### src/rtl/multicycle_control_if.sv
// rtl/multicycle_control_if.sv - control bundle between the multicycle controller and the MIPS datapath
interface multicycle_control_if;
    logic [5:0] Opcode;
    logic       Zero;
    logic       MemReady;
    logic [3:0] ALUop;
    logic       ALUSrcA;
    logic [1:0] ALUSrcB;
    logic       SignExtend;
    logic       PCWrite;
    logic [1:0] PCSource;
    logic       IorD;
    logic       MemRead;
    logic       MemWrite;
    logic       IRWrite;
    logic       RegDst;
    logic       MemtoReg;
    logic       RegWrite;
    logic       Illegal;
    logic [3:0] State;

    modport slave (
        input  Opcode, Zero, MemReady,
        output ALUop, ALUSrcA, ALUSrcB, SignExtend, PCWrite, PCSource, IorD,
               MemRead, MemWrite, IRWrite, RegDst, MemtoReg, RegWrite, Illegal, State
    );

    modport master (
        output Opcode, Zero, MemReady,
        input  ALUop, ALUSrcA, ALUSrcB, SignExtend, PCWrite, PCSource, IorD,
               MemRead, MemWrite, IRWrite, RegDst, MemtoReg, RegWrite, Illegal, State
    );
endinterface

### src/rtl/multicycle_control.sv
// rtl/multicycle_control.sv - Moore controller for the multicycle MIPS datapath
module multicycle_control (
    input  logic                        CLK,
    input  logic                        Reset_L,
    multicycle_control_if.slave         bus
);
    localparam logic [3:0] ALU_AND  = 4'b0000;
    localparam logic [3:0] ALU_OR   = 4'b0001;
    localparam logic [3:0] ALU_ADD  = 4'b0010;
    localparam logic [3:0] ALU_SUB  = 4'b0110;
    localparam logic [3:0] ALU_SLT  = 4'b0111;
    localparam logic [3:0] ALU_ADDU = 4'b1000;
    localparam logic [3:0] ALU_XOR  = 4'b1010;
    localparam logic [3:0] ALU_LUI  = 4'b1110;
    localparam logic [3:0] ALU_FUNC = 4'b1111;

    localparam logic [5:0] OP_RTYPE = 6'b000000;
    localparam logic [5:0] OP_J     = 6'b000010;
    localparam logic [5:0] OP_BEQ   = 6'b000100;
    localparam logic [5:0] OP_ADDI  = 6'b001000;
    localparam logic [5:0] OP_ADDIU = 6'b001001;
    localparam logic [5:0] OP_SLTI  = 6'b001010;
    localparam logic [5:0] OP_ANDI  = 6'b001100;
    localparam logic [5:0] OP_ORI   = 6'b001101;
    localparam logic [5:0] OP_XORI  = 6'b001110;
    localparam logic [5:0] OP_LUI   = 6'b001111;
    localparam logic [5:0] OP_LW    = 6'b100011;
    localparam logic [5:0] OP_SW    = 6'b101011;

    typedef enum logic [3:0] {
        S_FETCH   = 4'd0,
        S_DECODE  = 4'd1,
        S_MEMADR  = 4'd2,
        S_MEMRD   = 4'd3,
        S_MEMWB   = 4'd4,
        S_MEMWR   = 4'd5,
        S_RTYPEEX = 4'd6,
        S_RTYPEWB = 4'd7,
        S_BRANCH  = 4'd8,
        S_JUMP    = 4'd9,
        S_ITYPEEX = 4'd10,
        S_ITYPEWB = 4'd11
    } state_t;

    state_t r_state;
    logic   w_is_itype;
    logic   w_pc_write;
    logic   w_ir_write;
    logic   w_mem_write;
    logic   w_reg_write;

    always_comb begin
        w_is_itype = 1'b0;
        case (bus.Opcode)
            OP_ADDI, OP_ADDIU, OP_SLTI, OP_ANDI, OP_ORI, OP_XORI, OP_LUI: w_is_itype = 1'b1;
            default:                                                     w_is_itype = 1'b0;
        endcase
    end

    always_ff @(posedge CLK or negedge Reset_L) begin
        if (!Reset_L) begin
            r_state <= S_FETCH;
        end else begin
            case (r_state)
                S_FETCH:   if (bus.MemReady) r_state <= S_DECODE;
                S_DECODE: begin
                    if (bus.Opcode == OP_RTYPE)                          r_state <= S_RTYPEEX;
                    else if (bus.Opcode == OP_LW || bus.Opcode == OP_SW) r_state <= S_MEMADR;
                    else if (bus.Opcode == OP_BEQ)                       r_state <= S_BRANCH;
                    else if (bus.Opcode == OP_J)                         r_state <= S_JUMP;
                    else if (w_is_itype)                                 r_state <= S_ITYPEEX;
                    else                                                 r_state <= S_FETCH;
                end
                S_MEMADR: begin
                    if (bus.Opcode == OP_LW)      r_state <= S_MEMRD;
                    else if (bus.Opcode == OP_SW) r_state <= S_MEMWR;
                    else                          r_state <= S_FETCH;
                end
                S_MEMRD:   if (bus.MemReady) r_state <= S_MEMWB;
                S_MEMWB:   r_state <= S_FETCH;
                S_MEMWR:   if (bus.MemReady) r_state <= S_FETCH;
                S_RTYPEEX: r_state <= S_RTYPEWB;
                S_RTYPEWB: r_state <= S_FETCH;
                S_BRANCH:  r_state <= S_FETCH;
                S_JUMP:    r_state <= S_FETCH;
                S_ITYPEEX: r_state <= S_ITYPEWB;
                S_ITYPEWB: r_state <= S_FETCH;
                default:   r_state <= S_FETCH;
            endcase
        end
    end

    always_comb begin
        bus.ALUop      = ALU_ADD;
        bus.ALUSrcA    = 1'b0;
        bus.ALUSrcB    = 2'b00;
        bus.SignExtend = 1'b0;
        bus.PCSource   = 2'b00;
        bus.IorD       = 1'b0;
        bus.MemRead    = 1'b0;
        bus.RegDst     = 1'b0;
        bus.MemtoReg   = 1'b0;
        bus.Illegal    = 1'b0;
        w_pc_write     = 1'b0;
        w_ir_write     = 1'b0;
        w_mem_write    = 1'b0;
        w_reg_write    = 1'b0;
        case (r_state)
            S_FETCH: begin
                bus.MemRead = 1'b1;
                bus.ALUSrcB = 2'b01;
                w_ir_write  = bus.MemReady;
                w_pc_write  = bus.MemReady;
            end
            S_DECODE: begin
                // Speculative branch target into ALUOut
                bus.ALUSrcB    = 2'b11;
                bus.SignExtend = 1'b1;
                bus.Illegal    = !(bus.Opcode == OP_RTYPE || bus.Opcode == OP_LW ||
                                   bus.Opcode == OP_SW || bus.Opcode == OP_BEQ ||
                                   bus.Opcode == OP_J || w_is_itype);
            end
            S_MEMADR: begin
                bus.ALUSrcA    = 1'b1;
                bus.ALUSrcB    = 2'b10;
                bus.SignExtend = 1'b1;
            end
            S_MEMRD: begin
                bus.MemRead = 1'b1;
                bus.IorD    = 1'b1;
            end
            S_MEMWB: begin
                bus.MemtoReg = 1'b1;
                w_reg_write  = 1'b1;
            end
            S_MEMWR: begin
                bus.IorD    = 1'b1;
                w_mem_write = 1'b1;
            end
            S_RTYPEEX: begin
                bus.ALUSrcA = 1'b1;
                bus.ALUop   = ALU_FUNC;
            end
            S_RTYPEWB: begin
                bus.RegDst  = 1'b1;
                bus.ALUop   = ALU_FUNC;
                w_reg_write = 1'b1;
            end
            S_BRANCH: begin
                bus.ALUSrcA  = 1'b1;
                bus.ALUop    = ALU_SUB;
                bus.PCSource = 2'b01;
                w_pc_write   = bus.Zero;
            end
            S_JUMP: begin
                bus.PCSource = 2'b10;
                w_pc_write   = 1'b1;
            end
            S_ITYPEEX: begin
                bus.ALUSrcA = 1'b1;
                bus.ALUSrcB = 2'b10;
                case (bus.Opcode)
                    OP_ADDI:  begin bus.ALUop = ALU_ADD;  bus.SignExtend = 1'b1; end
                    OP_ADDIU: begin bus.ALUop = ALU_ADDU; bus.SignExtend = 1'b1; end
                    OP_SLTI:  begin bus.ALUop = ALU_SLT;  bus.SignExtend = 1'b1; end
                    OP_ANDI:  bus.ALUop = ALU_AND;
                    OP_ORI:   bus.ALUop = ALU_OR;
                    OP_XORI:  bus.ALUop = ALU_XOR;
                    OP_LUI:   bus.ALUop = ALU_LUI;
                    default:  bus.ALUop = ALU_ADD;
                endcase
            end
            S_ITYPEWB: w_reg_write = 1'b1;
            default: ;
        endcase
    end

    // Reset also masks the write strobes combinationally, not just via the state register
    assign bus.PCWrite  = w_pc_write  & Reset_L;
    assign bus.IRWrite  = w_ir_write  & Reset_L;
    assign bus.MemWrite = w_mem_write & Reset_L;
    assign bus.RegWrite = w_reg_write & Reset_L;
    assign bus.State    = r_state;
endmodule

### src/flat_wrapper.sv
// flat-port wrapper written by rule: the top's interface ports become plain ports
module multicycle_control_flat 
  (CLK, Reset_L, bus_Opcode, bus_Zero, bus_MemReady, bus_ALUop, bus_ALUSrcA, bus_ALUSrcB, bus_SignExtend, bus_PCWrite, bus_PCSource, bus_IorD, bus_MemRead, bus_MemWrite, bus_IRWrite, bus_RegDst, bus_MemtoReg, bus_RegWrite, bus_Illegal, bus_State);
  multicycle_control_if bus_i ();
  input  logic CLK;
  input  logic Reset_L;
  input wire logic [$bits(bus_i.Opcode)-1:0] bus_Opcode;
  input wire logic [$bits(bus_i.Zero)-1:0] bus_Zero;
  input wire logic [$bits(bus_i.MemReady)-1:0] bus_MemReady;
  output wire logic [$bits(bus_i.ALUop)-1:0] bus_ALUop;
  output wire logic [$bits(bus_i.ALUSrcA)-1:0] bus_ALUSrcA;
  output wire logic [$bits(bus_i.ALUSrcB)-1:0] bus_ALUSrcB;
  output wire logic [$bits(bus_i.SignExtend)-1:0] bus_SignExtend;
  output wire logic [$bits(bus_i.PCWrite)-1:0] bus_PCWrite;
  output wire logic [$bits(bus_i.PCSource)-1:0] bus_PCSource;
  output wire logic [$bits(bus_i.IorD)-1:0] bus_IorD;
  output wire logic [$bits(bus_i.MemRead)-1:0] bus_MemRead;
  output wire logic [$bits(bus_i.MemWrite)-1:0] bus_MemWrite;
  output wire logic [$bits(bus_i.IRWrite)-1:0] bus_IRWrite;
  output wire logic [$bits(bus_i.RegDst)-1:0] bus_RegDst;
  output wire logic [$bits(bus_i.MemtoReg)-1:0] bus_MemtoReg;
  output wire logic [$bits(bus_i.RegWrite)-1:0] bus_RegWrite;
  output wire logic [$bits(bus_i.Illegal)-1:0] bus_Illegal;
  output wire logic [$bits(bus_i.State)-1:0] bus_State;
  assign bus_i.Opcode = bus_Opcode;
  assign bus_i.Zero = bus_Zero;
  assign bus_i.MemReady = bus_MemReady;
  assign bus_ALUop = bus_i.ALUop;
  assign bus_ALUSrcA = bus_i.ALUSrcA;
  assign bus_ALUSrcB = bus_i.ALUSrcB;
  assign bus_SignExtend = bus_i.SignExtend;
  assign bus_PCWrite = bus_i.PCWrite;
  assign bus_PCSource = bus_i.PCSource;
  assign bus_IorD = bus_i.IorD;
  assign bus_MemRead = bus_i.MemRead;
  assign bus_MemWrite = bus_i.MemWrite;
  assign bus_IRWrite = bus_i.IRWrite;
  assign bus_RegDst = bus_i.RegDst;
  assign bus_MemtoReg = bus_i.MemtoReg;
  assign bus_RegWrite = bus_i.RegWrite;
  assign bus_Illegal = bus_i.Illegal;
  assign bus_State = bus_i.State;
  multicycle_control u_core (.CLK(CLK), .Reset_L(Reset_L), .bus(bus_i));
endmodule
### config.mk
export PLATFORM = sky130hd
export DESIGN_NAME = multicycle_control_flat
export DESIGN_NICKNAME = d
export VERILOG_FILES = /design/src/rtl/multicycle_control_if.sv /design/src/rtl/multicycle_control.sv /design/src/flat_wrapper.sv
export SDC_FILE = /design/constraint.sdc
export NUM_CORES = 1
export LEC_CHECK = 0
export CAP_MARGIN = 15
export CORE_MARGIN = 3
export CORE_UTILIZATION = 42
export CTS_CLUSTER_SIZE = 24
export DETAILED_ROUTE_END_ITERATION = 10
export PLACE_DENSITY = 0.8
export SLEW_MARGIN = 20
export SYNTH_ARGS = -nofsm -noshare
export SYNTH_HDL_FRONTEND = slang
export SYNTH_SLANG_ARGS = --single-unit
### constraint.sdc
create_clock -name CLK -period 2.7 [get_ports CLK]
set_input_delay 0.81 -clock CLK [delete_from_list [all_inputs] [get_ports CLK]]
set_output_delay 0.81 -clock CLK [all_outputs]
set_load 0.1 [all_outputs]
==> metrics, run 1 <==
Die Span Y=48.8 µm; asr flop ratio synth=100%; Post-synth EDFFs=0; outcome=did not finish; tool error=[ERROR DPL-0033] detailed placement checks failed during check placement.; post-synthesis net count=117; CTS root buffer=clkbuf_4; # IOs=33; Post-Syn Instances=107; CTS buffer count=3; CTS resizes=41; clk buf depth=2; initial core utilization=47.7%; Buffers on Ports=32; failing step=4_1_cts; Row Count=14; setup bufs post-CTS=2; area post-placement=0.00149 mm²; Netlist cell types=46; synth warn=0; Die X=48.8 µm; # clock sinks=4; sequential element share of the synthesized area=13.0%; GP Congestion=0.915; H-tree depth=1; Seq cells post-synth=4; DP HPWL=2680 µm; top_reg_cell synth=dfrtp_1; mapped cell area=769 µm²; cts hold-fix bufs=0; Mean Syn Cell Area=7.19 µm²
-- cell usage after synthesis (2+ instances only) --
cell      instances  area, µm²
nor2_1           17       63.8
a21oi_1           8       40.0
nand2_1           6       22.5
nand2b_1          6       37.5
o21ai_0           6       30.0
buf_4             4       30.0
dfrtp_1           4        100
inv_1             4       15.0
and2_1            3       18.8
nor2b_1           3       18.8
a211oi_1          2       15.0
a21o_1            2       15.0
and3_1            2       12.5
buf_6             2       22.5
clkbuf_8          2       27.5
nor3_1            2       10.0
nor3b_1           2       15.0
o211ai_1          2       15.0
o21ai_1           2       10.0
or3_1             2       12.5
-- through the flow --
stage	worst slack [ps]	cells	utilization, %
detailed placement	-447	174	92.7
floorplan	-686	107	-
global placement	-389	174	92.7
-- logic make-up after synthesis --
group,share of synthesized area (%)
compound gates,31.9
xor+xnor,2.28
buf+inv,13.0
flops,13.0
mux,1.30
simple gates,38.5
==> run 2, diff against run 1 <==
CORE_AREA = 3 3 64 66   (was unset)
CORE_MARGIN = unset   (was 3)
CORE_UTILIZATION = unset   (was 42)
CTS_CLUSTER_SIZE = unset   (was 24)
DIE_AREA = 0 0 67 69   (was unset)
PLACE_DENSITY = unset   (was 0.8)
PLACE_DENSITY_LB_ADDON = 0.15   (was unset)
==> run 2 against run 1 <==
Against the previous run:
- the flow now finishes without violations
- synthesized cell count did not move
- synthesized area unchanged
==> metrics, run 2 <==
outcome=complete, no violations; Yosys top cell area share=13.0% (unchanged); Static Leak=0.000663 µW; worst hold path class=reg2reg; DP HPWL=2170 µm (-19%); CTS tree=built; asr flop ratio synth=100% (unchanged); max-cap check violation count=0; DR WL/cell=13.5 µm; Post-synth EDFFs=0 (unchanged); commonest cells after routing, fill and taps aside=28 x buf_4, 18 x buf_12, 10 x nor2_1, 7 x a21oi_1, 6 x nand2_1; CTS buffer count=3 (unchanged); GRT overflow=0; largest net degree at the start of global routing=20; fraction of layout cells with a size suffix above 1=59.5%; Core ar.=0.00363 mm²; Buffers on Ports=32 (unchanged); first-pass GRT wire length=4570 µm; number of remaining DRC errors=0; # clock sinks=4 (unchanged); Mean Syn Cell Area=7.19 µm² (unchanged); placed insts=201 (+16%); # IOs=33 (unchanged); clk buf depth=2 (unchanged); mapped cell area=769 µm² (unchanged); setup tns final=0 ps; Seq cells post-synth=4 (unchanged); Row Count=22 (+8); total power=1540 µW; Max Fclk=374 MHz; top_reg_cell synth=dfrtp_1; cts hold-fix bufs=0 (unchanged); CP Max Fanout=5; Final Non-Filler Cells=206; PnR worst setup slack=24.3 ps; Pwr Density=932 mW/mm²; GP Congestion=0.789 (-14%); Tot GR Track Use=12.3%; CTS root buffer=clkbuf_8; drt first pass iters=4; initial antenna violation count=0; commonest non-fill, non-tap cell in the layout=buf_4; Post-Place Worst Slack=-407 ps (+40.5 ps); Final Cycle Share=99.1%; most common cell in the netlist=nor2_1; Die Span Y=69 µm (+41%); Netlist cell types=46 (unchanged); sequential element share of the synthesized area=13.0% (unchanged); synth cell count leaders=17 x nor2_1, 8 x a21oi_1, 6 x nand2_1, 6 x nand2b_1, 6 x o21ai_0; Antenna Nets Post-Route=0; Post-Syn Instances=107 (unchanged); Reg clk slew, reported paths=30 ps; # nets final=170; die area=0.00462 mm²; CP required=1890 ps; synth top area cells=dfrtp_1 13%, nor2_1 8.3%, a21oi_1 5.2%, nand2b_1 4.9%, o21ai_0 3.9%; synth warn=0 (unchanged); Arr. time, crit path=1870 ps; routed wire length=2780 µm; worst relative slew slack=75.7%; DRT iter0 DRCs=33; Vias=993; Area growth, synth to finish=114%; Die X=67 µm (+37%); post-synthesis net count=117 (unchanged); max reg flops=4; crit end category=output port; Max Clock Skew=2.37 ps; H-tree depth=1 (unchanged); VDD IR max=0.439 mV; # setup viols final=0; area leader, netlist=dfrtp_1; Startpoint Class=input pin; Antenna diodes=0; clock latency on the worst-skew pair=210 ps; crit path kind=in2out; initial core utilization=21.2% (-27 points); final hold violation count=0; Slew @ Worst Pin=361 ps; vias in the first global route=970; clock period minus worst slack=2680 ps; via/cell ratio=4.82; fin. max-slew vios=0
run 2: through the flow:
step / util, % / cell area, µm² / hold slack [ps]
2_1_floorplan: - / 925 / 514
3_3_place_gp: 42.6 / 1550 / 549
3_5_place_dp: 42.6 / 1550 / 551
4_1_cts: 45.4 / 1650 / 555
5_1_grt: 45.4 / 1650 / 594
6_report: 45.4 / 1650 / 559
run 2: path summary, 6_finish.rpt:
| path | startpoint | end | slack, ps | cells after the start |
|---|---|---|---|---|
| max reg2reg | u_core.bus.State[0] | u_core.bus.State[0] | 1170 | 5 |
| min in group asynchronous | Reset_L | u_core.bus.State[2] | 720 | 2 |
| min | u_core.bus.State[2] | u_core.bus.State[3] | 560 | 1 |
| min reg2reg | u_core.bus.State[2] | u_core.bus.State[3] | 560 | 1 |
| max | bus_Opcode[1] | bus_Illegal | 20 | 5 |
| max in group asynchronous | Reset_L | u_core.bus.State[1] | 1860 | 2 |
run 2: power by group:
group | leakage [µW] | switching [µW] | internal (µW)
clock | 0.0000216 | 28.3 | 94.8
sequential | 0.0000468 | 54.0 | 83.5
combinational | 0.000594 | 823 | 451
total | 0.000663 | 906 | 630
run 2: repair_timing:
item                       4_1_cts  5_1_grt
pin swaps                        6        6
cloned                           0        0
gates resized for setup         31       12
buffers inserted                 1        1
setup endpoints to repair       10        6
run 2: cell families after synthesis:
| family | after synthesis | share of synthesized area, % |
|---|---|---|
| AOI/OAI and AO/OA | 35 | 31.9 |
| xor gates and xnor gates | 2 | 2.28 |
| buffers and inverters | 13 | 13.0 |
| DFF | 4 | 13.0 |
| muxes | 1 | 1.30 |
| and+or+nand+nor | 52 | 38.5 |
run 2: worst max-delay path, cell delays in order:
cell and delay (ps):
buf_2 150, xor2_1 180, a22o_4 240, a211oi_4 280
buf_12 210
run 2: area by class of cell:
cell class | count | area, µm²
sequential | 4 | 115
timing repair buffer | 57 | 671
tap | 48 | 60.1
fill | 370 | 1990
multi-input combinational | 90 | 746
inverter | 4 | 15.0
clock buffer | 3 | 41.3
run 2: layer usage:
layer  part of all wire (%)  track usage [%]  vias to the layer above
met3                    3.8             1.95                        2
met1                     42             14.8                      475
met2                     54             22.3                       25
li1                       -                -                      491
met4                   0.47             2.70                        0
met5                      0                0                        -
No activity file was read; power rests on OpenSTA's default activity.
==> RTL edit: new RTL, config.mk and constraints of run 2 <==
Make the reset (`Reset_L`) synchronous in one clocked block.
--- a/src/rtl/multicycle_control.sv
+++ b/src/rtl/multicycle_control.sv
@@ -57,7 +57,7 @@
         endcase
     end
 
-    always_ff @(posedge CLK or negedge Reset_L) begin
+    always_ff @(posedge CLK) begin
         if (!Reset_L) begin
             r_state <= S_FETCH;
         end else begin
Function: differs if Reset_L is asserted again (counterexample within 4 cycles, from zero or initial values and one cycle with Reset_L low); with Reset_L held inactive, the same outputs for 10 cycles.
==> RTL edit against run 2 <==
- wire length decreased by 6.7%
- cell area is 1.4% higher
- worst setup slack worse by 18 ps
- sequential cell count unchanged
- sequential share of layout area decreased by 1.3 points
- synthesized area shrank 10%
- synthesized cell count is the same
- largest cell class unchanged
Power is left out: it rests on default switching activity, and per cell area and clock period it moved more than threefold.
==> RTL edit: results (changes against run 2) <==
Status
  • Status: complete, no violations

Timing
  • Worst slew pin tran: 369 ps (+7.37 ps)
  • Clock skew: 2.57 ps (+0.196 ps)
  • Fin crit period: 2690 ps (+17.8 ps)

Yosys
  • Most frequent cells after synthesis: nor2_1 (19), a21oi_1 (8), nand2_1 (8)
  • Primary flip-flop cell chosen by synthesis mapping: dfxtp_1
  • Top cells by area, synth: dfxtp_1 (12%), nor2_1 (10%), a21oi_1 (5.8%), nand2b_1 (5.4%), buf_2 (5.1%)
  • Ys async rst share: 0% (-100 points)
  • Avg Cell Area, Syn: 6.45 sq um (-10%)
  • Sequential-to-total area share from yosys stat: 11.6% (-1.4 points)

Drt
  • Routed wire length: 2600 microns (-6.7%)
  • Met2 routed wirelength: 1400 microns (-6.9%)
  • Routed length on met3: 127 microns (+21%)
  • Via Count: 985 (-0.81%)

Cells and area
  • Comb_multi_in: 91 (+1.1%)
  • Fraction of area in multi-input gates: 44.9% (-0.31 points)
  • Fraction of area in clock buffers and inverters: 2.47% (-0.034 points)
  • Final Util: 46.0% (+0.62 points)

Place
  • Setup WS pre-CTS: -521 ps (-115 ps)
  • DP Cell Count: 199 (-1.0%)

Global route
  • Met2 usage: 21.7% (-0.55 points)
  • Total track usage: 12.0% (-0.31 points)
  • M1 GR Usage: 14.6% (-0.17 points)
  • Global Route met3 Usage: 1.79% (-0.16 points)
  • First-pass GRT wire length: 4510 microns (-1.5%)

Worst setup path
  • Crit-path max FO: 3 (-2)
  • Slowest stage delay, CP: 490 ps (+210 ps)
  • Worst reg2reg setup slack: 1040 ps (-130 ps)
-- RTL edit: cell families after synthesis --
kind of cell	Yosys count	synth area share (%)
compound gates	29	29.2
xor+xnor	3	3.81
buf+inv	12	8.88
flops	4	11.6
mux	1	1.45
simple gates	58	45.1
-- RTL edit: path summary, 6_finish.rpt --
| check | from | end | cells after the start |
|---|---|---|---|
| worst min-delay path | u_core.bus.State[3] | u_core.bus.State[0] | 2 |
| worst max-delay path | bus_Opcode[2] | bus_Illegal | 6 |
| worst max register to register | u_core.bus.State[2] | u_core.bus.State[2] | 5 |
| worst min register to register | u_core.bus.State[3] | u_core.bus.State[0] | 2 |
-- RTL edit: timing repair --
item                                    CTS  global route
hold buffers                              0             0
endpoints found under the setup margin    8             7
resized for setup                        45            10
setup buffers                             1             3
pin swaps                                 6             7
cloned                                    0             0
-- RTL edit: critical path: cells and delay by family --
| kind | cells | cell delay, ps |
|---|---|---|
| AOI/OAI and AO/OA | 1 | 150 |
| and+or+nand+nor | 3 | 650 |
| buffers and inverters | 2 | 270 |
